### src/rtl/frame_writer.sv
// Plot-stream to frame buffer bridge: turns (x, y, colour) requests into single RAM writes
// and runs a full-screen clear sweep. All outputs are registered.
module frame_writer #(
  parameter int unsigned WIDTH    = 160,
  parameter int unsigned HEIGHT   = 120,
  parameter int unsigned ADDR_W   = 15,
  parameter int unsigned COLOUR_W = 2
) (
  input  logic                clk,
  input  logic                resetn,
  input  logic                plot,
  input  logic [9:0]          x,
  input  logic [9:0]          y,
  input  logic [COLOUR_W-1:0] colour,
  input  logic                clear,
  input  logic [COLOUR_W-1:0] clear_colour,
  output logic                ready,
  output logic                done,
  output logic [ADDR_W-1:0]   mem_address,
  output logic [COLOUR_W-1:0] mem_data,
  output logic                mem_wren,
  output logic [7:0]          drop_count
);

  localparam logic [ADDR_W-1:0] LAST_ADDR = ADDR_W'(WIDTH * HEIGHT - 1);

  typedef enum logic [0:0] {
    IDLE  = 1'b0,
    CLEAR = 1'b1
  } state_t;

  state_t              state, state_nxt;
  logic                ready_nxt;
  logic                done_nxt;
  logic                wren_nxt;
  logic [ADDR_W-1:0]   addr_nxt;
  logic [COLOUR_W-1:0] data_nxt;
  logic [7:0]          drop_nxt;
  logic [ADDR_W-1:0]   sweep_cnt, sweep_cnt_nxt;
  logic                last_sent, last_sent_nxt;
  logic [COLOUR_W-1:0] fill_colour;
  logic                in_range;

  // y is range-checked before use, so the product always fits ADDR_W.
  function automatic logic [ADDR_W-1:0] pix_addr(input logic [9:0] px, input logic [9:0] py);
    logic [ADDR_W-1:0] xa;
    logic [ADDR_W-1:0] ya;
    xa = ADDR_W'(px);
    ya = ADDR_W'(py);
    if (WIDTH == 160) begin
      return (ya << 7) + (ya << 5) + xa;
    end else begin
      return (ya * ADDR_W'(WIDTH)) + xa;
    end
  endfunction

  function automatic logic [7:0] sat_inc8(input logic [7:0] v);
    return (v == 8'hFF) ? v : v + 8'd1;
  endfunction

  assign in_range = (32'(x) < WIDTH) && (32'(y) < HEIGHT);

  always_comb begin
    state_nxt     = state;
    done_nxt      = 1'b0;
    wren_nxt      = 1'b0;
    addr_nxt      = mem_address;
    data_nxt      = mem_data;
    drop_nxt      = drop_count;
    sweep_cnt_nxt = sweep_cnt;
    last_sent_nxt = last_sent;

    case (state)
      IDLE: begin
        if (clear) begin
          state_nxt     = CLEAR;
          sweep_cnt_nxt = '0;
          last_sent_nxt = 1'b0;
        end else if (plot) begin
          if (in_range) begin
            wren_nxt = 1'b1;
            addr_nxt = pix_addr(x, y);
            data_nxt = colour;
          end else begin
            drop_nxt = sat_inc8(drop_count);
          end
        end
      end

      CLEAR: begin
        // Stay in CLEAR while the final write is on the bus so ready never overlaps it.
        if (last_sent) begin
          state_nxt     = IDLE;
          done_nxt      = 1'b1;
          last_sent_nxt = 1'b0;
        end else begin
          wren_nxt = 1'b1;
          addr_nxt = sweep_cnt;
          data_nxt = fill_colour;
          if (sweep_cnt == LAST_ADDR) begin
            last_sent_nxt = 1'b1;
          end else begin
            sweep_cnt_nxt = sweep_cnt + 1'b1;
          end
        end
      end

      default: begin
        state_nxt = IDLE;
      end
    endcase

    ready_nxt = (state_nxt == IDLE);
  end

  always_ff @(posedge clk) begin
    if (!resetn) begin
      state       <= IDLE;
      ready       <= 1'b1;
      done        <= 1'b0;
      mem_wren    <= 1'b0;
      mem_address <= '0;
      mem_data    <= '0;
      drop_count  <= 8'd0;
      sweep_cnt   <= '0;
      last_sent   <= 1'b0;
    end else begin
      state       <= state_nxt;
      ready       <= ready_nxt;
      done        <= done_nxt;
      mem_wren    <= wren_nxt;
      mem_address <= addr_nxt;
      mem_data    <= data_nxt;
      drop_count  <= drop_nxt;
      sweep_cnt   <= sweep_cnt_nxt;
      last_sent   <= last_sent_nxt;
    end
  end

  // Fill colour is pure data: only meaningful once a clear has been accepted.
  always_ff @(posedge clk) begin
    if (state == IDLE && clear) begin
      fill_colour <= clear_colour;
    end
  end

endmodule

### config.mk
export PLATFORM = sky130hd
export DESIGN_NAME = frame_writer
export DESIGN_NICKNAME = d
export VERILOG_FILES = /design/src/rtl/frame_writer.sv
export SDC_FILE = /design/constraint.sdc
export NUM_CORES = 1
export LEC_CHECK = 0
export ABC_AREA = 1
export CAP_MARGIN = 20
export CORE_UTILIZATION = 45
export CTS_CLUSTER_SIZE = 12
export DETAILED_ROUTE_END_ITERATION = 8
export DONT_BUFFER_PORTS = 1
export GPL_ROUTABILITY_DRIVEN = 0
export PLACE_DENSITY_LB_ADDON = 0.05
export SYNTH_ARGS = -nofsm -noshare
export SYNTH_HDL_FRONTEND = slang
export SYNTH_SLANG_ARGS = --single-unit
### constraint.sdc
create_clock -name clk -period 2.4 [get_ports clk]
set_input_delay 0.72 -clock clk [delete_from_list [all_inputs] [get_ports clk]]
set_output_delay 0.72 -clock clk [all_outputs]
set_load 0.05 [all_outputs]
==> results of run 1 <==
[sequential cells by signal, indices dropped and copies added, names as in the netlist]
register	cells
mem_wren	1
drop_count	8
done	1
sweep_cnt	15
state	1
mem_address	15
last_sent	1
fill_colour	2
mem_data	2
ready	1
[stage by stage]
step	setup WS (ps)	TNS (ps)	cell area (sq um)
finish	255	0	3200
global route	40.2	0	3200
CTS	245	0	3200
detailed placement	-73.1	-183	3120
global placement	-39.0	-68.2	3120
floorplan	21.9	0	3010
[cell type report]
type / instances / share of cell area
flip-flops and latches: 47 / 0.300
well taps: 77 / 0.0301
clock inverters: 2 / 0.00430
inverters: 53 / 0.0636
clock buffers: 6 / 0.0226
repair buffers: 10 / 0.0234
multi-input cells: 319 / 0.556
[layer usage]
layer | GRT usage | routed length [microns] | vias up | part of all wire
met4 | 0.0462 | 60 | 0 | 0.0091
met2 | 0.328 | 3030 | 46 | 0.46
met3 | 0.0307 | 274 | 5 | 0.042
met1 | 0.263 | 3210 | 1150 | 0.49
met5 | 0 | 0 | - | 0
li1 | - | - | 1386 | -
[worst max-delay path, delay by kind of cell]
kind / cells / cell delay, ps
fa+ha+maj: 2 / 920
buf+inv: 2 / 110
simple gates: 8 / 570
[power groups by stage]
stage | Sequential, mW | Clock, mW | Combinational [mW]
after global placement | 0.949 | 0 | 0.366
after global routing | 0.934 | 0.520 | 0.425
after detailed placement | 0.949 | 0 | 0.369
after floorplan | 0.950 | 0 | 0.292
final | 0.930 | 0.478 | 0.365
after CTS | 0.931 | 0.493 | 0.371
[how the worst min path moves through the flow]
stage | from | endpoint | slack, ps
final | last_sent | done | 500
after global routing | clear_colour[1] | fill_colour[1] | 490
after CTS | clear_colour[1] | fill_colour[1] | 500
after detailed placement | drop_count[4] | drop_count[4] | 490
after global placement | drop_count[4] | drop_count[4] | 480
after floorplan | last_sent | done | 460
[logic make-up (layout without fill, tap and decap cells)]
family,after synthesis,after routing
flip-flops,47,47
AND/OR/NAND/NOR,234,234
adder cells (fa/ha/maj),20,20
multiplexers,6,6
AO/OA/AOI/OAI,48,48
XOR/XNOR,11,11
buffers and inverters,62,71
[placed cells by master, fill, tap and decap left out, types with 2 or more instances in the layout]
cell type                  count
sky130_fd_sc_hd__mux2i_1       6
sky130_fd_sc_hd__o21ai_2      10
sky130_fd_sc_hd__nand4_1       5
sky130_fd_sc_hd__inv_2         4
sky130_fd_sc_hd__a21oi_1      19
sky130_fd_sc_hd__xnor2_1       4
sky130_fd_sc_hd__nor2_1       48
sky130_fd_sc_hd__nand2_2       7
sky130_fd_sc_hd__edfxtp_1      2
sky130_fd_sc_hd__clkbuf_8      5
sky130_fd_sc_hd__ha_1         16
sky130_fd_sc_hd__nand2_4       3
sky130_fd_sc_hd__nor2_4        4
sky130_fd_sc_hd__nand3_2       3
sky130_fd_sc_hd__nand3_1      38
sky130_fd_sc_hd__nor2_2        3
sky130_fd_sc_hd__o21ai_0      16
sky130_fd_sc_hd__inv_1        48
sky130_fd_sc_hd__fa_1          3
sky130_fd_sc_hd__xor2_1        7
sky130_fd_sc_hd__nand2_1     120
sky130_fd_sc_hd__dfxtp_1      45
sky130_fd_sc_hd__buf_4        10
==> results.md, run 1 <==
STA:
- Setup repair after global routing left no endpoint under its margin.
- The max-slew violation count is 0.
- The total of endpoints with negative setup slack in the final report is 0.
- The part of the cycle the worst path needs is 0.894.
- The hold violation count in the final report is 0.
- The transition time at the pin with the least slew margin is 542 ps.
- Static timing analysis puts the maximum clock frequency at 466 MHz.
- The clock period could shrink to 2140 ps.
- On the final layout, the worst clock skew is 11.7 ps.
- Final hold analysis gives a worst-case slack of 498 ps.
- The tightest slew margin relative to the limit is 0.638.

Worst setup path:
- Traced cell by cell, the critical path runs through inv_1, fa_1, inv_1, fa_2, nand2_1, nand3_2, nand3_1, nand2_1, nand2_1, nand3_1, nand3_1, nand2_1.
- The worst endpoint required time is 2600 ps.
- The endpoint arrival time on the critical path is 2340 ps.
- Following the worst setup path forward leads to its endpoint at mem_address[12].
- The most frequent cell on the critical path is sky130_fd_sc_hd__nand2_1.
- The worst register-to-register path begins at drop_count[1].
- The worst flop-to-flop path endpoint is drop_count[1].
- The startpoint type of the worst setup path is an input pin.
- The critical-path maximum fanout is 4.
- The cell depth of the worst flop-to-flop path is 10.
- The largest individual stage delay along the critical path comes from the cell sky130_fd_sc_hd__fa_1.
- On the worst path, the slowest cell contributes a delay of 540 ps.
- The worst setup path startpoint is y[0].
- The critical path is of the input pin to flop type.
- Setup slack on the worst reg-to-reg path comes out at 710 ps.
- The sort of element at the end of the critical path is a flop.

Yosys:
- Of the synthesized area, sequential elements account for 0.320.
- The arithmetic-cell share of the synthesized area counting full adders, half adders and majority gates is 0.0933.
- The share of Yosys cell area claimed by the top area cell type is 0.300.
- The complex-gate fraction of the synthesized area is 0.0954.
- The synthesized netlist net count is 476.
- The average size of a mapped cell is 7.02 sq um.
- The flip-flop cell with the highest count after synthesis is sky130_fd_sc_hd__dfxtp_1.
- The synthesized instance count is 428.
- The mux contribution to synthesized area is 0.0200.
- The number of warnings issued by yosys is 0.
- The commonest cells after synthesis are sky130_fd_sc_hd__nand2_1 (120), sky130_fd_sc_hd__inv_1 (48), sky130_fd_sc_hd__nor2_1 (48).
- Ranked by total cell area, the synthesized netlist is headed by sky130_fd_sc_hd__dfxtp_1 (30%), sky130_fd_sc_hd__nand2_1 (15%), sky130_fd_sc_hd__ha_1 (6.7%), sky130_fd_sc_hd__nand3_1 (6.5%), sky130_fd_sc_hd__inv_1 (6.0%).
- In the synthesized netlist the async set-or-reset flop fraction comes to 0.
- The combinational family with the most area after synthesis is simple AND/OR/NAND/NOR gates.
- Counting flops and latches in the post-synthesis netlist gives 47.
- The number of enable flip-flop cells after synthesis is 2.
- The mapped netlist covers 3000 sq um.
- The most instantiated library cell after synthesis is sky130_fd_sc_hd__nand2_1.
- Of all cell types, the one taking the most synthesized area is sky130_fd_sc_hd__dfxtp_1.
- The number of distinct library cells after synthesis is 33.
- Of the total synthesized cell area, the portion taken by XOR and XNOR cells is 0.0321.
- The simple-gate area share of the yosys netlist is 0.350.

Layout:
- The number of nets in the final layout is 484.
- The sequential cell area is 961 sq um.
- The ratio of cells with drive above 1 in the final layout is 0.128.
- The final cell count without fillers is 514.
- The area taken by multi-input logic gates is 1780 sq um.
- The area growth from synthesis to layout is 6.71%.
- Fill cells in the final layout number 699.
- The number of antenna diodes in the final layout is 0.
- The utilization after layout is 0.502.

Global routing:
- The aggregate global routing overflow is 0.
- The maximum number of pins on one net before global-route repair is 25.
- The combined global-route utilization of all metal layers is 0.196.
- The number of global-route vias before repair came to 2426.
- The first-pass GRT wire length is 11100 microns.
- The initial antenna violation count is 0.

Route:
- After detailed routing, the total wire length is 6570 microns.
- The first-iteration detailed-routing DRC count is 81.
- The number of search-and-repair iterations in the first detailed-routing pass is 4.
- The count of unresolved DRC violations after routing is 0.
- The total via count after detailed routing is 2587.
- The remaining antenna violation count after routing is 0.
- Using the TritonRoute via totals, the vias-per-cell ratio works out to 5.03.
- Dividing the detail-routed wire length by the instance count gives 12.8 microns.

Power and ir drop:
- The part of the total power dissipated in combinational logic is 0.206.
- Cell internal power was estimated by the tool at 1.15 mW.
- For this design the total switching power over the nets is 0.619 mW.
- In this run the static leakage power is 1.42 nW.
- The maximum vdd ir drop is 0.321 mV.
- The total power divided by cell area is 553 nW/um^2.
- The switching share of power is 0.349.
- The share of power burned in the clock network is 0.269.
- The relative contribution of sequential cells to total power is 0.525.
- Overall power consumption after layout is estimated at 1.77 mW.

CTS:
- The H-tree depth reported by CTS is 2.
- At the later pin of the worst-skew pair, clock insertion delay measures 300 ps.
- Clock-pin slew was measured on the worst setup and hold paths at 90 ps.
- In this run the clock root is driven by a sky130_fd_sc_hd__clkbuf_8.
- For this design, the sink count on the clock tree is 47.
- In this run the post-CTS setup repair buffer count came out at 0.
- TritonCTS built the clock tree.
- The buffer levels on the longest clock path is 2.
- In this run, post-CTS hold repair placed 0 buffers.
- The number of gates given a new drive strength after cts is 0.
- Clock tree synthesis inserted a total of 5 buffers.

Job:
- The number of max-cap violations is 0.

Floorplanning:
- Pin placement for this block handled 56 I/O pins.
- The initial core utilization is 0.470.
- Measured along the x axis, the die boundary spans 83.7 microns.
- The floorplan has 29 rows.
- The core region area is 6390 sq um.
- The floorplan step defined a die boundary enclosing 7000 sq um.
- From bottom edge to top edge, the die measures 83.7 microns.

Place:
- In this run the tool buffered the top-level ports with 0 buffer cells.
- The cell count after placement is 506.
- After legalization and detailed placement, the total HPWL measured 5140 microns.

Worst hold path:
- The instance count along the most critical hold path is 2.
- The tightest min-delay check is of the flop to flop type.

Status:
- The run finished with clean final reports.
(Power assumes the default switching activity.)
==> run 2: changes to the inputs <==
SLEW_MARGIN = 10   (was default)
==> results of run 2 <==
No change in the layout: final DEF, timing and power equal those of run 1.
==> run 3: changes to the inputs <==
GPL_TIMING_DRIVEN = 0   (was default)
==> results.md, run 3 (synthesis gave the netlist of run 1 again) <==
Global routing:
- The combined global-route utilization of all metal layers is 0.202.
- After global routing, the most crowded layer is met2.
- The total overflow left after global routing is 0.
- The first global-routing pass estimated 11300 microns of wire.
- The initial antenna violation count is 0.
- The met2 global-route usage is 0.341.
- The number of global-route vias before repair was 2446.
- The routing usage on met3 is 0.0386.
- Entering global routing, the biggest net connects 16 pins.
- For met1 alone, demand over resource in global routing was 0.264.

CTS:
- The buffer levels on the longest clock path is 2.
- For this design, the sink count on the clock tree is 47.
- After clock tree synthesis, the repair step resized 0 gates.
- The total CTS buffers is 5.
- The buffer type at the clock tree root is sky130_fd_sc_hd__clkbuf_8.
- The clock transition at the register clock pins on the worst setup and hold paths after CTS is 90 ps.
- The source-to-sink clock delay at the later pin of the worst-skew pair is 310 ps.
- The clock tree from TritonCTS is built.
- The H-tree depth reported by CTS is 2.
- Once the clock tree was built, the setup fixing pass inserted 0 buffers.
- The number of hold buffers added after CTS is 0.

Status:
- The flow ran to the end, and the final reports show no timing, DRC or antenna violations.

Layout:
- The top cell types in the final layout, fill and taps aside, are sky130_fd_sc_hd__nand2_1 (120), sky130_fd_sc_hd__inv_1 (48), sky130_fd_sc_hd__nor2_1 (48).
- 0 antenna diodes ended up in the layout.
- Counting the fill cells in the layout gives 679.
- The final cell count without fillers is 513.
- The number of nets in the final layout is 483.
- Of the cells placed in the final design, the portion with a size suffix greater than 1 is 0.124.
- The area growth from synthesis to layout is 7.50%.
- The largest registers in the layout are mem_address x15, sweep_cnt x15, drop_count x8.
- The most common cell after layout, fill and taps aside is sky130_fd_sc_hd__nand2_1.

STA:
- Of the available clock period, the critical path in the final layout requires 0.911.
- The tightest slew margin relative to the limit is 0.560.
- Setup repair after global routing left no endpoint under its margin.
- The upper clock frequency limit is 457 MHz.
- At the pin with the least slew margin, the transition time is 659 ps.
- The final critical path time including I/O delays and setup is 2190 ps.
- The max-slew violation count is 0.
- The clock arrives with 9.36 ps of skew.
- Setup violations remaining at the end of the flow were counted as 0.
- The hold violation count in the final report came to 0.

Power and ir drop:
- The relative contribution of sequential cells to total power is 0.483.
- Of the total power, the clock network draws 0.327.
- For this design the static power due to leakage is 1.42 nW.
- Across the VDD grid, the largest voltage drop is 0.362 mV.
- Of the total power, the share spent switching nets is 0.333.
- The post-route total power is 1.94 mW.
- The share of total power dissipated in combinational logic is 0.190.
- The internal power component is 1.29 mW.
- The total power divided by cell area is 601 nW/um^2.
- The power dissipated by switching net loads is 0.646 mW.

Floorplanning:
- The core region area is 6390 sq um.
- The placement row count is 29.
- The number of top-level design ports is 56.
- The die outline width is 83.7 microns.
- The initial utilization of the core area, before any placement, comes to 0.470.
- The die outline height is 83.7 microns.
- The full die area is 7000 sq um.

Worst setup path:
- The critical-path maximum fanout is 4.
- The worst register-to-register path ends at drop_count[6].
- The endpoint arrival time on the critical path is 2390 ps.
- The worst setup path startpoint is y[0].
- The origin of the critical flop-to-flop path is drop_count[0].
- In this run the worst setup path terminates at mem_address[12].
- The worst setup path is launched from an input pin.
- The critical path in this run is classified as input pin to flop.
- Across all register-to-register paths, the minimum setup slack is 390 ps.
- The worst endpoint required time is 2610 ps.
- STA classifies the critical path endpoint as a flop.
- The worst register-to-register path has a depth of 9.

Job:
- The tool flagged a number of max-cap violations equal to 0.

Route:
- The total via count after detailed routing is 2620.
- The remaining antenna violation count after routing is 0.
- The number of search-and-repair iterations in the first detailed-routing pass is 4.
- The sum of routed wire length over all layers is 6800 microns.
- For this block, the initial DRC count from the detailed router was 66.
- After detailed routing, the number of vias per cell comes to 5.11.
- The post-detailed-route wirelength per cell is 13.3 microns.
- In the routed design, unresolved DRC markers number 0.

Place:
- Summed over all nets, the half-perimeter wirelength after detailed placement is 5370 microns.
- The cell count after placement is 505.
- The count of input and output buffers is 0.

Worst hold path:
- The path class of the tightest hold or removal check is input pin to flop.
run 3: critical path, cell delays in order:
cell and delay [ps]:
sky130_fd_sc_hd__inv_1 30, sky130_fd_sc_hd__fa_1 530, sky130_fd_sc_hd__inv_1 70, sky130_fd_sc_hd__fa_2 390, sky130_fd_sc_hd__nand2_1 90, sky130_fd_sc_hd__nand3_2 90, sky130_fd_sc_hd__nand3_1 120, sky130_fd_sc_hd__nand2_1 50
sky130_fd_sc_hd__nand2_1 50, sky130_fd_sc_hd__nand3_1 80, sky130_fd_sc_hd__nand3_1 110, sky130_fd_sc_hd__nand2_1 50
run 3: layer usage:
layer / wire, microns / part of all wire / up-vias
li1: - / - / 1373
met1: 3240 / 0.48 / 1201
met2: 3220 / 0.47 / 39
met3: 268 / 0.039 / 7
met4: 78 / 0.011 / 0
met5: 0 / 0 / -
run 3: area by class of cell:
cell class	instances	area, sq um	area share
multi-input cells	319	1780	0.552
well taps	77	96.3	0.0298
inverters	53	204	0.0632
clock inverters	2	38.8	0.0120
plain buffers	9	63.8	0.0198
clock buffers	6	82.6	0.0256
flip-flops and latches	47	961	0.298
run 3: how the worst min path moves through the flow:
stage	slack, ps	endpoint	startpoint	cells after the start
final	500	fill_colour[1]	clear_colour[1]	0
after global routing	490	fill_colour[1]	clear_colour[1]	0
after CTS	490	done	last_sent	2
after detailed placement	480	done	last_sent	2
after global placement	470	done	last_sent	2
after floorplan	460	done	last_sent	2
run 3: power by group through the flow:
| stage | logic (mW) | clock network, mW | registers [mW] |
|---|---|---|---|
| final | 0.368 | 0.634 | 0.938 |
| after global routing | 0.419 | 0.677 | 0.942 |
| after CTS | 0.374 | 0.650 | 0.939 |
| after detailed placement | 0.372 | 0 | 0.957 |
| after global placement | 0.370 | 0 | 0.957 |
| after floorplan | 0.292 | 0 | 0.950 |
run 3: per-stage QoR:
stage | TNS, ps | worst slack (ps) | utilization | hold slack (ps) | cell area (sq um)
final | 0 | 214 | 0.505 | 501 | 3230
after global routing | 0 | 91.7 | 0.505 | 487 | 3230
after CTS | 0 | 190 | 0.505 | 493 | 3230
after detailed placement | -381 | -155 | 0.486 | 480 | 3110
after global placement | -314 | -133 | 0.486 | 474 | 3110
after floorplan | 0 | 21.9 | - | 457 | 3010
